$ cat src/rtl/data_separator_pkg.sv
// Shared types and sizing helpers for the word-to-byte serialiser.
// Keeps the byte-count and index-width rules in one place for the top and the bench.
package data_separator_pkg;

  typedef enum logic {
    IDLE = 1'b0,
    SEND = 1'b1
  } state_t;

  function automatic int bytes_per_word(input int data_w);
    return data_w / 8;
  endfunction

  // A one-byte word still needs a 1-bit index so the register is never zero-width.
  function automatic int byte_idx_w(input int bytes);
    return (bytes > 1) ? $clog2(bytes) : 1;
  endfunction

endpackage

$ cat src/rtl/data_separator_fifo_if.sv
// Push side, byte stream to the UART transmitter, and status flags of the separator.
interface data_separator_fifo_if #(
  parameter int DATA_W = 32,
  parameter int DEPTH  = 4
);
  localparam int CNT_W = $clog2(DEPTH + 1);

  logic [DATA_W-1:0] data_i;
  logic              valid_pulse_i;
  logic              msb_first_i;
  logic [7:0]        data_o;
  logic              valid_o;
  logic              ready;
  logic              full_o;
  logic              empty_o;
  logic [CNT_W-1:0]  count_o;
  logic              overflow_o;
  logic              busy_o;

  modport slave (
    input  data_i, valid_pulse_i, msb_first_i, ready,
    output data_o, valid_o, full_o, empty_o, count_o, overflow_o, busy_o
  );

  modport master (
    output data_i, valid_pulse_i, msb_first_i, ready,
    input  data_o, valid_o, full_o, empty_o, count_o, overflow_o, busy_o
  );

endinterface

$ cat src/rtl/sync_word_fifo.sv
// Single-clock word FIFO; head word is visible on rd_data without a read cycle so
// the serialiser can pop and load in the same clock.
module sync_word_fifo #(
  parameter int DATA_W = 32,
  parameter int DEPTH  = 4
) (
  input  logic                         clk,
  input  logic                         rstn,
  input  logic                         wr_en,
  input  logic [DATA_W-1:0]            wr_data,
  input  logic                         rd_en,
  output logic [DATA_W-1:0]            rd_data,
  output logic                         full,
  output logic                         empty,
  output logic [$clog2(DEPTH+1)-1:0]   count
);
  localparam int PTR_W = $clog2(DEPTH);
  localparam int CNT_W = $clog2(DEPTH + 1);

  logic [DATA_W-1:0] mem [DEPTH];
  logic [PTR_W-1:0]  wr_ptr_reg;
  logic [PTR_W-1:0]  rd_ptr_reg;
  logic [CNT_W-1:0]  count_reg;
  logic              wr_ok;
  logic              rd_ok;

  // A push while full is refused even if a pop frees a slot this cycle.
  assign wr_ok = wr_en && !full;
  assign rd_ok = rd_en && !empty;

  always_ff @(posedge clk) begin
    if (wr_ok) begin
      mem[wr_ptr_reg] <= wr_data;
    end
  end

  always_ff @(posedge clk or negedge rstn) begin
    if (!rstn) begin
      wr_ptr_reg <= '0;
      rd_ptr_reg <= '0;
      count_reg  <= '0;
    end else begin
      if (wr_ok) wr_ptr_reg <= wr_ptr_reg + 1'b1;
      if (rd_ok) rd_ptr_reg <= rd_ptr_reg + 1'b1;
      case ({wr_ok, rd_ok})
        2'b10:   count_reg <= count_reg + 1'b1;
        2'b01:   count_reg <= count_reg - 1'b1;
        default: count_reg <= count_reg;
      endcase
    end
  end

  assign rd_data = mem[rd_ptr_reg];
  assign count   = count_reg;
  assign full    = (count_reg == CNT_W'(DEPTH));
  assign empty   = (count_reg == '0);

endmodule

$ cat src/rtl/data_separator_fifo.sv
// Buffers words in a FIFO and streams each one out as bytes over valid/ready,
// with the byte order latched per word at load time.
module data_separator_fifo
  import data_separator_pkg::*;
#(
  parameter int DATA_W = 32,
  parameter int DEPTH  = 4
) (
  input  logic                clk,
  input  logic                rstn,
  data_separator_fifo_if.slave bus
);
  localparam int BYTES = bytes_per_word(DATA_W);
  localparam int IDX_W = byte_idx_w(BYTES);
  localparam int CNT_W = $clog2(DEPTH + 1);
  localparam logic [IDX_W-1:0] LAST_IDX = IDX_W'(BYTES - 1);

  state_t            state_reg, state_next;
  logic [DATA_W-1:0] shift_reg, shift_next;
  logic              msb_reg, msb_next;
  logic [IDX_W-1:0]  idx_reg, idx_next;
  logic              overflow_reg;

  logic              fifo_rd_en;
  logic [DATA_W-1:0] fifo_rd_data;
  logic              fifo_full;
  logic              fifo_empty;
  logic [CNT_W-1:0]  fifo_count;

  logic [7:0]        byte_lanes [BYTES];
  logic [IDX_W-1:0]  lane_sel;

  sync_word_fifo #(
    .DATA_W (DATA_W),
    .DEPTH  (DEPTH)
  ) u_fifo (
    .clk     (clk),
    .rstn    (rstn),
    .wr_en   (bus.valid_pulse_i),
    .wr_data (bus.data_i),
    .rd_en   (fifo_rd_en),
    .rd_data (fifo_rd_data),
    .full    (fifo_full),
    .empty   (fifo_empty),
    .count   (fifo_count)
  );

  always_ff @(posedge clk or negedge rstn) begin
    if (!rstn) begin
      overflow_reg <= 1'b0;
    end else if (bus.valid_pulse_i && fifo_full) begin
      overflow_reg <= 1'b1;
    end
  end

  always_ff @(posedge clk or negedge rstn) begin
    if (!rstn) begin
      state_reg <= IDLE;
      shift_reg <= '0;
      msb_reg   <= 1'b0;
      idx_reg   <= '0;
    end else begin
      state_reg <= state_next;
      shift_reg <= shift_next;
      msb_reg   <= msb_next;
      idx_reg   <= idx_next;
    end
  end

  always_comb begin
    state_next = state_reg;
    shift_next = shift_reg;
    msb_next   = msb_reg;
    idx_next   = idx_reg;
    fifo_rd_en = 1'b0;
    case (state_reg)
      IDLE: begin
        if (!fifo_empty) begin
          fifo_rd_en = 1'b1;
          shift_next = fifo_rd_data;
          msb_next   = bus.msb_first_i;
          idx_next   = '0;
          state_next = SEND;
        end
      end
      SEND: begin
        if (bus.ready) begin
          if (idx_reg == LAST_IDX) begin
            state_next = IDLE;
          end else begin
            idx_next = idx_reg + 1'b1;
          end
        end
      end
      default: state_next = IDLE;
    endcase
  end

  for (genvar gi = 0; gi < BYTES; gi++) begin : g_lanes
    assign byte_lanes[gi] = shift_reg[gi*8 +: 8];
  end

  // Lane 0 is the least significant byte; MSB-first walks the lanes downwards.
  assign lane_sel = msb_reg ? (LAST_IDX - idx_reg) : idx_reg;

  assign bus.data_o     = (state_reg == SEND) ? byte_lanes[lane_sel] : 8'h00;
  assign bus.valid_o    = (state_reg == SEND);
  assign bus.busy_o     = (state_reg == SEND);
  assign bus.full_o     = fifo_full;
  assign bus.empty_o    = fifo_empty;
  assign bus.count_o    = fifo_count;
  assign bus.overflow_o = overflow_reg;

endmodule
$ cat src/flat_wrapper.sv
// flat-port wrapper written by rule: the top's interface ports become plain ports
module data_separator_fifo_flat import data_separator_pkg::*;
#(
  parameter int DATA_W = 32,
  parameter int DEPTH  = 4
)
  (clk, rstn, bus_data_i, bus_valid_pulse_i, bus_msb_first_i, bus_ready, bus_data_o, bus_valid_o, bus_full_o, bus_empty_o, bus_count_o, bus_overflow_o, bus_busy_o);
  data_separator_fifo_if #(.DATA_W(DATA_W), .DEPTH(DEPTH)) bus_i ();
  input  logic clk;
  input  logic rstn;
  input wire logic [$bits(bus_i.data_i)-1:0] bus_data_i;
  input wire logic [$bits(bus_i.valid_pulse_i)-1:0] bus_valid_pulse_i;
  input wire logic [$bits(bus_i.msb_first_i)-1:0] bus_msb_first_i;
  input wire logic [$bits(bus_i.ready)-1:0] bus_ready;
  output wire logic [$bits(bus_i.data_o)-1:0] bus_data_o;
  output wire logic [$bits(bus_i.valid_o)-1:0] bus_valid_o;
  output wire logic [$bits(bus_i.full_o)-1:0] bus_full_o;
  output wire logic [$bits(bus_i.empty_o)-1:0] bus_empty_o;
  output wire logic [$bits(bus_i.count_o)-1:0] bus_count_o;
  output wire logic [$bits(bus_i.overflow_o)-1:0] bus_overflow_o;
  output wire logic [$bits(bus_i.busy_o)-1:0] bus_busy_o;
  assign bus_i.data_i = bus_data_i;
  assign bus_i.valid_pulse_i = bus_valid_pulse_i;
  assign bus_i.msb_first_i = bus_msb_first_i;
  assign bus_i.ready = bus_ready;
  assign bus_data_o = bus_i.data_o;
  assign bus_valid_o = bus_i.valid_o;
  assign bus_full_o = bus_i.full_o;
  assign bus_empty_o = bus_i.empty_o;
  assign bus_count_o = bus_i.count_o;
  assign bus_overflow_o = bus_i.overflow_o;
  assign bus_busy_o = bus_i.busy_o;
  data_separator_fifo #(.DATA_W(DATA_W), .DEPTH(DEPTH)) u_core (.clk(clk), .rstn(rstn), .bus(bus_i));
endmodule
$ cat config.mk
export PLATFORM = sky130hd
export DESIGN_NAME = data_separator_fifo_flat
export DESIGN_NICKNAME = d
export VERILOG_FILES = /design/src/rtl/data_separator_pkg.sv /design/src/rtl/data_separator_fifo_if.sv /design/src/rtl/sync_word_fifo.sv /design/src/rtl/data_separator_fifo.sv /design/src/flat_wrapper.sv
export SDC_FILE = /design/constraint.sdc
export NUM_CORES = 1
export LEC_CHECK = 0
export ABC_AREA = 1
export ABC_CLOCK_PERIOD_IN_PS = 3240
export CAP_MARGIN = 10
export CORE_MARGIN = 5
export CORE_UTILIZATION = 30
export CTS_CLUSTER_DIAMETER = 200
export DETAILED_ROUTE_END_ITERATION = 10
export PLACE_DENSITY = 0.57
export SLEW_MARGIN = 10
export SYNTH_ARGS = -nofsm -noshare
export SYNTH_HDL_FRONTEND = slang
export SYNTH_SLANG_ARGS = --single-unit
$ cat constraint.sdc
create_clock -name clk -period 3.24 [get_ports clk]
set_input_delay 0.81 -clock clk [delete_from_list [all_inputs] [get_ports clk]]
set_output_delay 0.81 -clock clk [all_outputs]
set_load 0.01 [all_outputs]
==> out/results.ini <==
[setup_path]
path_cells=inv_2 > nand2_4 > nand2_2 > nand2_1 > nand3_1 > a21oi_1 > clkdlybuf4s50_1
slowest_delay_ps=600
endpoint_kind=primary output
crit_type=reg2out
crit_arrival_ps=2310
crit_start=u_core.idx_reg[0]$_DFFE_PN0P_
worst-path-max-fanout=17
worstSetupStartpointType=flop
worst_path_max_delay_cell=clkdlybuf4s50_1
rr_startpoint=u_core.bus.busy_o$_DFF_PN0_
required_ps=2430

[logic_synthesis]
synth.distinct_cells=28
ys_seq_area_frac=0.690
syn_area_mm2=0.00717
syn_nets=684
synthCells=640
yosys.area_share.simple=0.158
synth_top_family_by_area=simple AND/OR/NAND/NOR gates
synth-xor-area-share=0.00489
synth_mux_area_frac=0
ys_ff_latch=172
ys_warn_count=0
synth_fa_ha_area_frac=0.0133
synth-compound-area-share=0.0771
synth_area_per_cell_um2=11.2

[final_layout]
final_nets=737
fillers=2337
largest_reg_flops=128
multiInputGateArea_mm2=0.00186
n_antenna_cell=0
post-route-util=0.367
regArea_mm2=0.00495
layout-drive-gt1-share=0.0935
area_growth_pct=20.3

[hold_path]
hp-class=in2async

[route]
viasPerCell=4.46
finalWirelength_um=15600
vias=4574
firstDrtPassIters=4
ant_nets=0
route.detailed.drc=0
drt-initial-drc-count=275
post_drt_wl_per_cell_um=15.2

[timing]
fmax_mhz=320
finClkSkew_ps=10.2
setup-tns-final_ps=0
rsz0062_at_grt=false
slew_violations=0
worstMarginPinSlew_ps=736
timing.final.crit_share=0.963
setup-violations-final=0
hold_viol=0
fin_crit_ps=3120
relSlewSlack=0.509

[die]
die_w_um=165
rows=56
core_mm2=0.0235
start_util=0.305
io_pins=53
die_y_um=165
dieArea_mm2=0.0271

[power]
power.leakage_uw=0.00323
cellPowerDensity_mw_per_mm2=994
finalPower_uw=8570
ir_drop_mv=0.412

[global_route]
antenna_found_initial=0
grt-ovfl-total=0
grt_use_total=0.122
grt_pass1_vias=4532
grt_max_degree=66
grt_pass1_wl_um=25100

[job]
max_cap_viol_count=0

[clock_network]
cts_root_buffer=clkbuf_16
path_clk_slew_ps=70
clock_sinks=172
clock_path_buffers=2
cts_buffers=17
worstSkewPairLatency_ps=430
h-tree-depth=4
cts_tree=done

[placement]
io_buffers=52
place_congestion=0.805
hpwl_um=9380

[status]
status=finished clean

==> cell type report <==
class,count,share of cell area
Multi-Input combinational cell,394,0.215
Sequential cell,172,0.574
Timing Repair Buffer,64,0.0775
Clock buffer,21,0.0522
Tap cell,319,0.0463
Inverter,44,0.0197
Clock inverter,11,0.0154
==> stage by stage <==
| step | cell area [um2] | worst slack [ps] | hold slack (ps) | instances |
|---|---|---|---|---|
| floorplan | 7170 | 473 | 485 | 640 |
| global placement | 8020 | 490 | 442 | 993 |
| detailed placement | 8020 | 466 | 447 | 993 |
| CTS | 8610 | 0.0413 | 458 | 1025 |
| global route | 8620 | 11.2 | 500 | 1025 |
| finish | 8620 | 120 | 450 | 1025 |
==> synthesized netlist by cell type (all sizes together) <==
cell type | count | area share
nor2 | 200 | 0.11
edfxtp | 128 | 0.54
o21ai | 67 | 0.047
dfrtp | 44 | 0.15
inv | 44 | 0.024
a21oi | 42 | 0.029
nand3 | 35 | 0.025
nand2 | 27 | 0.017
buf | 25 | 0.030
nand3b | 8 | 0.0084
ha | 6 | 0.010
clkbuf | 5 | 0.0031
xor2 | 3 | 0.0037
nand4 | 2 | 0.0017
a21o | 1 | 0.0010
fa | 1 | 0.0028
or2 | 1 | 0.00087
xnor2 | 1 | 0.0012
==> power by group <==
part           total (uW)  switching, uW  internal (uW)  leakage, uW
logic                3240           2000           1240      0.00130
registers            3330            326           3000      0.00166
clock network        2010            842           1170     0.000279
total                8570           3160           5410      0.00323
==> placed cells by master, fill, tap and decap left out, types with 8 or more instances in the layout <==
cell / instances
clkbuf_16: 17
nand3_1: 34
o21ai_0: 17
nor2_1: 195
inv_1: 36
o21ai_1: 50
dfrtp_1: 42
nand2_1: 22
a21oi_1: 40
clkdlybuf4s50_1: 51
nand3b_1: 8
edfxtp_1: 128
==> worst paths after layout <==
| kind | cells past startpoint | end | slack, ps |
|---|---|---|---|
| worst max-delay path | 7 | bus_data_o[1] | 120 |
| worst min-delay path | 1 | u_core.shift_reg[5]$_DFFE_PN0P_ | 450 |
| worst max register to register | 9 | u_core.u_fifo.count[2]$_DFFE_PN0P_ | 1310 |
| worst min register to register | 1 | u_core.bus.overflow_o$_DFFE_PN0P_ | 460 |
| max in group asynchronous | 2 | u_core.shift_reg[10]$_DFFE_PN0P_ | 2160 |
| min in group clk | 1 | u_core.bus.overflow_o$_DFFE_PN0P_ | 460 |
==> kinds of logic after synthesis <==
| family | after synthesis |
|---|---|
| buffers and inverters | 74 |
| adder cells (fa/ha/maj) | 7 |
| AND/OR/NAND/NOR | 273 |
| flip-flops | 172 |
| XOR/XNOR | 4 |
| AO/OA/AOI/OAI | 110 |
==> critical path, delay by kind of cell (launching register included) <==
kind / cells / cell delay, ps
DFF: 1 / 470
AOI/OAI and AO/OA: 1 / 270
and+or+nand+nor: 4 / 450
buffers and inverters: 2 / 700
==> per-layer routing <==
metal | vias to the layer above | GRT usage | share of wire
li1 | 2273 | - | -
met1 | 2211 | 0.164 | 0.46
met2 | 80 | 0.198 | 0.48
met3 | 10 | 0.0324 | 0.044
met4 | 0 | 0.0318 | 0.0098
met5 | - | 0 | 0
==> repair_timing <==
| item | 4_1_cts | 5_1_grt |
|---|---|---|
| setup buffers | 0 | 0 |
| hold buffers | 0 | 0 |
| gates resized for setup | 1 | 3 |
| endpoints found under the setup margin | 1 | 6 |
| gates cloned | 0 | 0 |
No activity file was read; power rests on OpenSTA's default activity.
